<file path="src/rtl/rv32i_pipe_ctrl_pkg.sv">
// Shared definitions for the RV32I pipeline sequencing controller: FSM states,
// per-stage stall/flush bit positions and default timing parameters.
package rv32i_pipe_ctrl_pkg;

   typedef enum logic [1:0] {
      ST_RUN      = 2'd0,
      ST_MEM_WAIT = 2'd1,
      ST_LU       = 2'd2,
      ST_REDIRECT = 2'd3
   } ctrl_state_e;

   localparam int STG_PC    = 0;
   localparam int STG_IFID  = 1;
   localparam int STG_IDEX  = 2;
   localparam int STG_EXMEM = 3;
   localparam int STG_MEMWB = 4;

   localparam logic [4:0] BIT_PC    = 5'b00001 << STG_PC;
   localparam logic [4:0] BIT_IFID  = 5'b00001 << STG_IFID;
   localparam logic [4:0] BIT_IDEX  = 5'b00001 << STG_IDEX;
   localparam logic [4:0] BIT_EXMEM = 5'b00001 << STG_EXMEM;
   localparam logic [4:0] BIT_MEMWB = 5'b00001 << STG_MEMWB;

   // Memory wait freezes everything up to EX/MEM and bubbles WB.
   localparam logic [4:0] STALL_MEM = BIT_PC | BIT_IFID | BIT_IDEX | BIT_EXMEM;
   localparam logic [4:0] FLUSH_MEM = BIT_MEMWB;
   localparam logic [4:0] STALL_LU  = BIT_PC | BIT_IFID;
   localparam logic [4:0] FLUSH_LU  = BIT_IDEX;
   localparam logic [4:0] FLUSH_RED = BIT_IFID | BIT_IDEX;
   localparam logic [4:0] FLUSH_BUB = BIT_IFID;

   localparam int RedirectBubbles = 1;
   localparam int LuStall         = 1;
   localparam int MemTimeout      = 255;

endpackage

</file>
<file path="src/rtl/rv32i_hazard_detect.sv">
// Load-use hazard comparator: flags an ID instruction that reads the
// destination of a load currently in EX.
module rv32i_hazard_detect
   import rv32i_pipe_ctrl_pkg::*;
(
   input  logic [4:0] id_rs1_addr,
   input  logic [4:0] id_rs2_addr,
   input  logic       id_rs1_re,
   input  logic       id_rs2_re,
   input  logic       ex_we,
   input  logic [4:0] ex_waddr,
   input  logic       ex_is_load,
   output logic       luhaz
);

   logic rs1_hit;
   logic rs2_hit;

   always_comb begin
      rs1_hit = id_rs1_re & (id_rs1_addr == ex_waddr);
      rs2_hit = id_rs2_re & (id_rs2_addr == ex_waddr);
      // x0 is never a real dependency.
      luhaz   = ex_is_load & ex_we & (ex_waddr != 5'd0) & (rs1_hit | rs2_hit);
   end

endmodule

</file>
<file path="src/rtl/rv32i_pipe_ctrl.sv">
// Pipeline sequencing controller: prioritises memory waits, EX redirects and
// load-use hazards into per-stage stall/flush enables and a PC redirect.
module rv32i_pipe_ctrl
   import rv32i_pipe_ctrl_pkg::*;
#(
   parameter int REDIRECT_BUBBLES = RedirectBubbles,
   parameter int LU_STALL         = LuStall,
   parameter int MEM_TIMEOUT      = MemTimeout
)(
   input  logic        clk,
   input  logic        rst,
   input  logic [4:0]  id_rs1_addr_i,
   input  logic [4:0]  id_rs2_addr_i,
   input  logic        id_rs1_re_i,
   input  logic        id_rs2_re_i,
   input  logic        ex_we_i,
   input  logic [4:0]  ex_waddr_i,
   input  logic        ex_is_load_i,
   input  logic        ex_jump_flag_i,
   input  logic [31:0] ex_jump_pc_i,
   input  logic        ex_ctrl_flag_i,
   input  logic [31:0] ex_branch_pc_i,
   input  logic        mem_req_i,
   input  logic        mem_ack_i,
   output logic [4:0]  stall_o,
   output logic [4:0]  flush_o,
   output logic        redirect_o,
   output logic [31:0] redirect_pc_o,
   output logic        mem_err_o,
   output logic [1:0]  state_o,
   output logic [31:0] stall_cnt_o,
   output logic [31:0] flush_cnt_o
);

   ctrl_state_e state;
   ctrl_state_e state_nxt;
   logic [2:0]  cnt;
   logic [2:0]  cnt_nxt;
   logic [15:0] tcnt;
   logic [15:0] tcnt_nxt;
   logic        pend_vld;
   logic        pend_vld_nxt;
   logic [31:0] pend_pc;
   logic [31:0] pend_pc_nxt;
   logic        mem_err;
   logic        err_set;

   logic        memwait;
   logic        redir;
   logic        luhaz;
   logic [31:0] target;

   logic [4:0]  stall;
   logic [4:0]  flush;
   logic        redirect;
   logic [31:0] redirect_pc;

   rv32i_hazard_detect u_hazard (
      .id_rs1_addr (id_rs1_addr_i),
      .id_rs2_addr (id_rs2_addr_i),
      .id_rs1_re   (id_rs1_re_i),
      .id_rs2_re   (id_rs2_re_i),
      .ex_we       (ex_we_i),
      .ex_waddr    (ex_waddr_i),
      .ex_is_load  (ex_is_load_i),
      .luhaz       (luhaz)
   );

   always_comb begin
      memwait = mem_req_i & ~mem_ack_i;
      redir   = ex_jump_flag_i | ex_ctrl_flag_i;
      target  = ex_jump_flag_i ? ex_jump_pc_i : ex_branch_pc_i;
   end

   always_comb begin
      state_nxt    = state;
      cnt_nxt      = cnt;
      tcnt_nxt     = tcnt;
      pend_vld_nxt = pend_vld;
      pend_pc_nxt  = pend_pc;
      err_set      = 1'b0;
      stall        = '0;
      flush        = '0;
      redirect     = 1'b0;
      redirect_pc  = '0;

      unique case (state)
         ST_RUN: begin
            if (memwait) begin
               stall     = STALL_MEM;
               flush     = FLUSH_MEM;
               // The redirecting instruction stays frozen in EX; remember its target.
               if (redir && !pend_vld) begin
                  pend_vld_nxt = 1'b1;
                  pend_pc_nxt  = target;
               end
               state_nxt = ST_MEM_WAIT;
               tcnt_nxt  = '0;
            end else if (pend_vld || redir) begin
               redirect     = 1'b1;
               redirect_pc  = pend_vld ? pend_pc : target;
               flush        = FLUSH_RED;
               pend_vld_nxt = 1'b0;
               if (REDIRECT_BUBBLES > 0) begin
                  state_nxt = ST_REDIRECT;
                  cnt_nxt   = 3'(REDIRECT_BUBBLES);
               end
            end else if (luhaz) begin
               stall = STALL_LU;
               flush = FLUSH_LU;
               if (LU_STALL > 1) begin
                  state_nxt = ST_LU;
                  cnt_nxt   = 3'(LU_STALL - 1);
               end
            end
         end

         ST_LU: begin
            if (memwait) begin
               stall     = STALL_MEM;
               flush     = FLUSH_MEM;
               state_nxt = ST_MEM_WAIT;
               tcnt_nxt  = '0;
            end else begin
               stall   = STALL_LU;
               flush   = FLUSH_LU;
               cnt_nxt = cnt - 3'd1;
               if (cnt <= 3'd1) begin
                  state_nxt = ST_RUN;
               end
            end
         end

         ST_MEM_WAIT: begin
            stall    = STALL_MEM;
            flush    = FLUSH_MEM;
            tcnt_nxt = tcnt + 16'd1;
            if (mem_ack_i) begin
               state_nxt = ST_RUN;
            end else if (tcnt == 16'(MEM_TIMEOUT - 1)) begin
               err_set   = 1'b1;
               state_nxt = ST_RUN;
            end
         end

         ST_REDIRECT: begin
            // EX holds a bubble here, so any redir seen now is stale.
            flush   = FLUSH_BUB;
            cnt_nxt = cnt - 3'd1;
            if (cnt <= 3'd1) begin
               state_nxt = ST_RUN;
            end
         end

         default: begin
            state_nxt = ST_RUN;
         end
      endcase
   end

   always_comb begin
      if (rst) begin
         stall_o       = '0;
         flush_o       = '0;
         redirect_o    = 1'b0;
         redirect_pc_o = '0;
      end else begin
         stall_o       = stall;
         flush_o       = flush;
         redirect_o    = redirect;
         redirect_pc_o = redirect_pc;
      end
   end

   always_ff @(posedge clk) begin
      if (rst) begin
         state       <= ST_RUN;
         cnt         <= '0;
         tcnt        <= '0;
         pend_vld    <= 1'b0;
         mem_err     <= 1'b0;
         stall_cnt_o <= '0;
         flush_cnt_o <= '0;
      end else begin
         state    <= state_nxt;
         cnt      <= cnt_nxt;
         tcnt     <= tcnt_nxt;
         pend_vld <= pend_vld_nxt;
         if (err_set) begin
            mem_err <= 1'b1;
         end
         if (|stall) begin
            stall_cnt_o <= stall_cnt_o + 32'd1;
         end
         if (redirect) begin
            flush_cnt_o <= flush_cnt_o + 32'd1;
         end
      end
   end

   // Target is only meaningful while pend_vld is set.
   always_ff @(posedge clk) begin
      pend_pc <= pend_pc_nxt;
   end

   assign mem_err_o = mem_err;
   assign state_o   = state;

endmodule

</file>
<file path="config.mk">
export PLATFORM = sky130hd
export DESIGN_NAME = rv32i_pipe_ctrl
export DESIGN_NICKNAME = d
export VERILOG_FILES = /design/src/rtl/rv32i_pipe_ctrl_pkg.sv /design/src/rtl/rv32i_hazard_detect.sv /design/src/rtl/rv32i_pipe_ctrl.sv
export SDC_FILE = /design/constraint.sdc
export NUM_CORES = 1
export LEC_CHECK = 0
export BUFFER_PORTS_ARGS = -buffer_cell sky130_fd_sc_hd__buf_2
export CAP_MARGIN = 20
export CORE_MARGIN = 3
export CORE_UTILIZATION = 47
export DETAILED_ROUTE_END_ITERATION = 16
export GPL_TIMING_DRIVEN = 0
export PLACE_DENSITY = 0.78
export SYNTH_ARGS = -nofsm -noshare
export SYNTH_HDL_FRONTEND = slang
export SYNTH_HIERARCHICAL = 1
export SYNTH_SLANG_ARGS = --single-unit
</file>
<file path="constraint.sdc">
create_clock -name clk -period 2.38 [get_ports clk]
set_input_delay 0.476 -clock clk [delete_from_list [all_inputs] [get_ports clk]]
set_output_delay 0.476 -clock clk [all_outputs]
set_load 0.005 [all_outputs]
</file>
Word level (Yosys, flattened, before mapping)

Index checks and enable logic that the tools add are counted.
W data, S select, Z words.

Register bits: 119
Logic and storage cells: 91
Bits of input ports: 89
Output and inout port bits: 110

Magnitude comparators: 1
Mux-type cells: 41
Add/sub/neg operators: 4
Reduce and logical (&&, ||, !) cells: 15
Bitwise gates (word level): 9
Equal/unequal tests: 13

Operators with widths:

| cell                    | count |
|---|---|
| $mux W32                | 6 |
| $add A32 B1 Y32 const B | 2 |
| $pmux W16 S2            | 1 |
| $mux W5                 | 4 |
| $pmux W5 S4             | 1 |
| $add A16 B1 Y16 const B | 1 |
| $eq A16 B8 Y1 const B   | 1 |
| $mux W16                | 1 |
| $mux W2                 | 8 |
| $mux W3                 | 5 |
| $pmux W4 S3             | 1 |
| $eq A5 B5 Y1            | 2 |
| $mux W1                 | 10 |
| $pmux W3 S3             | 1 |
| $mux W4                 | 2 |
| $pmux W2 S4             | 1 |
| $and A1 B1 Y1           | 6 |
| $ne A2 B2 Y1 const B    | 3 |
| $ne A3 B3 Y1 const B    | 2 |
| $reduce_and A3 Y1       | 2 |
| $reduce_bool A5 Y1      | 1 |
| $reduce_or A5 Y1        | 1 |
| $eq A2 B2 Y1 const B    | 2 |
| $ne A2 B1 Y1 const B    | 2 |
| 14 further kinds        | 17 |

Depth between registers and ports, before layout

Depth in word-level cells: 9
Depth in mapped cells: 10
Gate-level depth less buffers: 9

Hierarchy

Netlist, hierarchy kept.

Modules (own cells, without submodules):

| module              | area each (um^2) | seq. area each (um^2) | instances | cells an instance |
|---|---|---|---|---|
| rv32i_pipe_ctrl     | 6135.9           | 2702.6                | 1         | 687 |
| rv32i_hazard_detect | 135.1            | 0.0                   | 1         | 17 |

Worst setup path after synthesis

No wires, ideal clock.

Path type: input to register
From: input port ex_waddr_i[2]
To: register stall_cnt_o[9]
Buffers on the path: 1
Arrival: 2.300 ns
Stages on the path: 9
Required time: 2.265 ns
Setup time: 0.115 ns
Setup slack: -0.034 ns
Path through: or4_1 -> o211ai_2 -> a21oi_1 -> nand2_1 -> nor3_4 -> o31ai_2 -> clkbuf_1 -> nor4_1 -> o21a_1

Longest elaborated chain between the ends: 9
Elaborated cells on any way between the ends: 13
Those cells by class: eq/ne: 2; mux: 4; bitwise: 5; reduce/logical: 2

Ends and longest elaborated chain:

| what                                    | line                                                 | RTL |
|---|---|---|
| start, declared                         | rv32i_pipe_ctrl.sv:17                                | `input logic [4:0] ex_waddr_i,` |
| $eq A5 B5 Y1, on equally long branches  | rv32i_hazard_detect.sv:20, rv32i_hazard_detect.sv:21 |  |
| $and A1 B1 Y1, on equally long branches | rv32i_hazard_detect.sv:20, rv32i_hazard_detect.sv:21 |  |
| $or A1 B1 Y1                            | rv32i_hazard_detect.sv:23                            | `luhaz = ex_is_load & ex_we & (ex_waddr != 5'd0) & (rs1_hit \| rs2_hit);` |
| $and A1 B1 Y1 (*)                       | rv32i_hazard_detect.sv:23                            |  |
| via luhaz                               | rv32i_pipe_ctrl.sv:50                                | `logic luhaz;` |
| $mux W2 (*)                             | rv32i_pipe_ctrl.sv:108                               | `end else if (luhaz) begin` |
| $mux W2 (*)                             | rv32i_pipe_ctrl.sv:99                                | `end else if (pend_vld \|\| redir) begin` |
| $mux W4 (*)                             | rv32i_pipe_ctrl.sv:89                                | `if (memwait) begin` |
| $pmux W4 S3 (*)                         | rv32i_pipe_ctrl.sv:87                                | `unique case (state)` |
| $reduce_or A5 Y1 (*)                    | rv32i_pipe_ctrl.sv:192                               | `if (\|stall) begin` |
| end signal, assigned                    | rv32i_pipe_ctrl.sv:193                               | `stall_cnt_o <= stall_cnt_o + 32'd1;` |
| end, declared                           | rv32i_pipe_ctrl.sv:31                                | `output logic [31:0] stall_cnt_o,` |

The timed path passes the listed nets; every way through them passes the cells marked *.
A chain may end at the register's enable or synchronous reset.

Final worst setup path

From: input port id_rs2_addr_i[2]
To: output port stall_o[1]

Longest elaborated chain between the ends: 9

Ends and longest elaborated chain:

| what            | line                      | RTL |
|---|---|---|
| start, declared | rv32i_pipe_ctrl.sv:13     | `input logic [4:0] id_rs2_addr_i,` |
| $eq A5 B5 Y1    | rv32i_hazard_detect.sv:21 | `rs2_hit = id_rs2_re & (id_rs2_addr == ex_waddr);` |
| $and A1 B1 Y1   | rv32i_hazard_detect.sv:21 |  |
| $or A1 B1 Y1    | rv32i_hazard_detect.sv:23 |  |
| $and A1 B1 Y1   | rv32i_hazard_detect.sv:23 |  |
| via luhaz       | rv32i_pipe_ctrl.sv:50     |  |
| $mux W2         | rv32i_pipe_ctrl.sv:108    |  |
| $mux W2         | rv32i_pipe_ctrl.sv:99     |  |
| $mux W4         | rv32i_pipe_ctrl.sv:89     |  |
| $pmux W4 S3     | rv32i_pipe_ctrl.sv:87     |  |
| $mux W5         | rv32i_pipe_ctrl.sv:162    | `if (rst) begin` |
| end, declared   | rv32i_pipe_ctrl.sv:25     | `output logic [4:0] stall_o,` |

The timed path passes the listed nets, and every way through them passes these cells.

==> flow_metrics.py <==
metrics = {
    "cells_and_area": {
        "final_nets": 1036,
        "fill_cells": 979,
        "layout_commonest_cell": "buf_2",
        "final_area_um2": 8610,
        "layout_common_cells": "buf_2, nor2_1, dfxtp_1, a21oi_1",
        "regArea_um2": 2710,
        "n_antenna_cell": 0,
        "multiInputGateArea_um2": 3570,
        "drive_above_1_share_pct": 36.1,
        "area.growth.synth_to_final_pct": 37.4,
    },
    "sta": {
        "period_share_pct": 106,
        "slew_headroom_pct": 38.7,
        "timing.hold.ws_ns": 0.389,
        "fin_skew_ns": 0.0117,
        "slew_violations": 0,
        "hold_viol": 0,
        "setup_violations": 7,
        "setup_slack_ns": -0.139,
        "timing.fmax_mhz": 397,
        "worst_pin_slew_ns": 0.919,
        "finalCriticalPeriod_ns": 2.52,
        "fin_tns_setup_ns": -0.468,
        "rsz0062_at_grt": "true",
    },
    "route": {
        "first_pass_iters": 5,
        "antenna_left": 0,
        "wl_per_cell_um": 16.0,
        "drtIter0Drc": 298,
        "route.detailed.drc": 0,
        "via_per_inst": 5.48,
        "wl_um": 17900,
        "num_vias": 6143,
    },
    "floorplan": {
        "fp.dieH_um": 122,
        "start_util_pct": 48.9,
        "die_x_um": 122,
        "core.rowCount": 41,
        "pin_count": 199,
        "core_um2": 12800,
        "dieArea_um2": 14800,
    },
    "global_route": {
        "grt_usage_pct": 23.0,
        "met2_usage_pct": 40.2,
        "grt_max_degree": 21,
        "grt_util_met3_pct": 6.06,
        "grt.overflow.total": 0,
        "use_met1_pct": 27.7,
        "grt_pass1_vias": 5655,
        "grt_pass1_wl_um": 27300,
        "top_usage_layer": "met2",
        "antenna_found_initial": 0,
    },
    "critical_path": {
        "crit_family": "simple AND/OR/NAND/NOR gates",
        "r2r_cells": 7,
        "reg2reg_slack_ns": 0.05,
        "crit_arrival_ns": 2.04,
        "crit_path_frequent_cell": "buf_6",
        "r2r_end": "state_o[1]$_SDFFE_PP0P_",
        "worst-endpoint-required_ns": 1.90,
        "critical_path_class": "primary input to primary output",
        "path_cells": "buf_6 > xor2_2 > nor4_2 > nand3_1 > a21oi_4 > nand2_2 > nor3_4 > nor2_1 > nor2_2 > buf_4 > buf_6",
        "crit-reg2reg-launch": "tcnt[0]$_SDFFE_PP0P_",
        "cp-end-kind": "primary output",
        "crit_path_top_delay_cell": "nor4_2",
        "worst-path-buf-inv": 3,
        "path_max_fanout": 2,
        "cp-start-kind": "primary input",
        "critPathMaxStageDelay_ns": 0.25,
    },
    "synth": {
        "avgSynthCellArea_um2": 8.91,
        "ys_seq_elements": 119,
        "yosysTopAreaCell": "dfxtp_1",
        "ys.warnings.count": 6,
        "synthArstFlopShare_pct": 0,
        "synth_cells": 704,
        "synth_edf_count": 32,
        "syn_area_um2": 6270,
        "yosys-top-cells-area": "dfxtp_1, edfxtp_1, mux2_2",
        "yosysSeqAreaShare_pct": 43.1,
        "synthFlopType": "dfxtp_1",
        "yosysUniqueCellTypes": 57,
        "yosysTopAreaCellShare_pct": 27.8,
    },
    "hold_path": {
        "hold_path_end": "pend_pc[9]$_DFFE_PP_",
        "whs_path_depth": 2,
        "hp-start": "ex_jump_pc_i[9]",
        "hold_path.class": "primary input to flop",
    },
    "status": {
        "outcome": "finished with violations",
        "violations": "setup timing",
    },
    "cts": {
        "clockRootBuffer": "clkbuf_16",
        "insertion_delay_ns": 0.41,
        "cts_tree": "yes",
        "clk_path_buf_depth": 2,
        "cts_made_buffers": 17,
        "path_clk_slew_ns": 0.06,
        "ctsHtreeMaxLevel": 4,
        "cts_sinks": 119,
    },
    "placement": {
        "placed_area_um2": 7490,
        "hpwl_um": 12700,
        "portBuffers": 194,
        "place_congestion": 0.871,
        "pre_cts_slack_ns": -0.631,
    },
    "run": {
        "maxCapViolations": 0,
    },
    "pwr": {
        "p_leak_nw": 3.40,
        "max-vdd-ir-drop_mv": 0.448,
        "powerDensity_nw_per_um2": 803,
    },
}
worst max path at each step:
stage                          start                           end  slack (ns)  cells past startpoint
global route        id_rs2_addr_i[2]                    stall_o[1]       -0.24                     11
global placement       ex_waddr_i[2]                    flush_o[2]       -0.68                      8
detailed placement     ex_waddr_i[4]                    flush_o[2]       -0.63                      8
floorplan              ex_waddr_i[2]  stall_cnt_o[14]$_SDFFE_PP0P_       0.005                      9
finish              id_rs2_addr_i[2]                    stall_o[1]       -0.14                     11
CTS                    ex_waddr_i[0]                    stall_o[1]       -0.27                     11
worst reg2reg max path: cells and delay by family (launching register included):
family	cells	cell delay, ns
AND/OR/NAND/NOR	4	1.31
flip-flops	1	0.33
AO/OA/AOI/OAI	1	0.32
adder cells (fa/ha/maj)	1	0.16
buffers and inverters	1	0.10
metrics by stage:
step	util, %	cells	power [mW]
2_1_floorplan	-	706	3.45
3_3_place_gp	58.3	1072	3.99
3_5_place_dp	58.4	1073	4.03
4_1_cts	64.9	1113	6.74
5_1_grt	67.2	1121	7.26
6_report	67.2	1121	6.91
layer usage:
metal / vias up / part of all wire, %
met5: - / 0
met4: 0 / 1.3
met3: 27 / 8.0
met2: 257 / 49
met1: 2860 / 42
li1: 2999 / -
logic make-up after synthesis:
logic type	after synthesis	share of synthesized area, %
DFF	119	43.1
adders and majority gates	11	2.19
AOI/OAI and AO/OA	117	11.9
xor gates and xnor gates	54	7.54
buffers and inverters	68	4.49
other	1	0.0598
and+or+nand+nor	300	24.7
muxes	34	6.07
power by group:
part	internal (mW)	switching [mW]	leakage (nW)	total, mW
clock	1.52	0.862	0.273	2.38
sequential	2.26	0.114	0.997	2.37
combinational	0.970	1.20	2.13	2.17
cells in the mapped netlist (2+ instances only):
cell type / number
mux2_2: 32
ha_1: 11
a22oi_1: 21
and3_1: 5
nand4_1: 18
edfxtp_1: 32
buf_4: 6
o21ai_1: 5
xnor2_1: 35
nand3b_1: 3
or3_1: 31
xor2_1: 19
nand3_1: 25
mux2i_1: 2
clkbuf_1: 32
o311ai_1: 2
nor4_1: 25
nor2b_1: 12
nor3b_1: 2
dfxtp_1: 87
o31ai_1: 4
o21ba_2: 2
and2_1: 2
nand2b_1: 4
a211oi_1: 2
and4_1: 8
o21ai_0: 24
a21oi_1: 42
or4_1: 5
buf_2: 3
nor2_1: 96
nor3_1: 22
nand2_1: 36
inv_1: 26
flip-flops by register name (all words and copies together) (netlist names):
| register | cells |
|---|---|
| flush_cnt_o | 32 |
| pend_pc | 32 |
| stall_cnt_o | 32 |
| tcnt | 16 |
| cnt | 3 |
| state_o | 2 |
| mem_err_o | 1 |
| pend_vld | 1 |
timing repair:
item / 4_1_cts / 5_1_grt
endpoints found under the setup margin: 92 / 83
setup buffers: 9 / 9
resized for setup: 60 / 60
pin swaps: 25 / 22
gates cloned: 1 / 1
hold buffers: 0 / 0
cell type report:
class | count | share of cell area (%)
plain buffers | 39 | 2.70
clock buffers | 24 | 5.61
clock inverters | 8 | 0.828
inverters | 26 | 1.31
multi-input cells | 519 | 41.5
flip-flops and latches | 119 | 31.5
well taps | 172 | 2.50
repair buffers | 214 | 14.1
(Power assumes the default switching activity.)
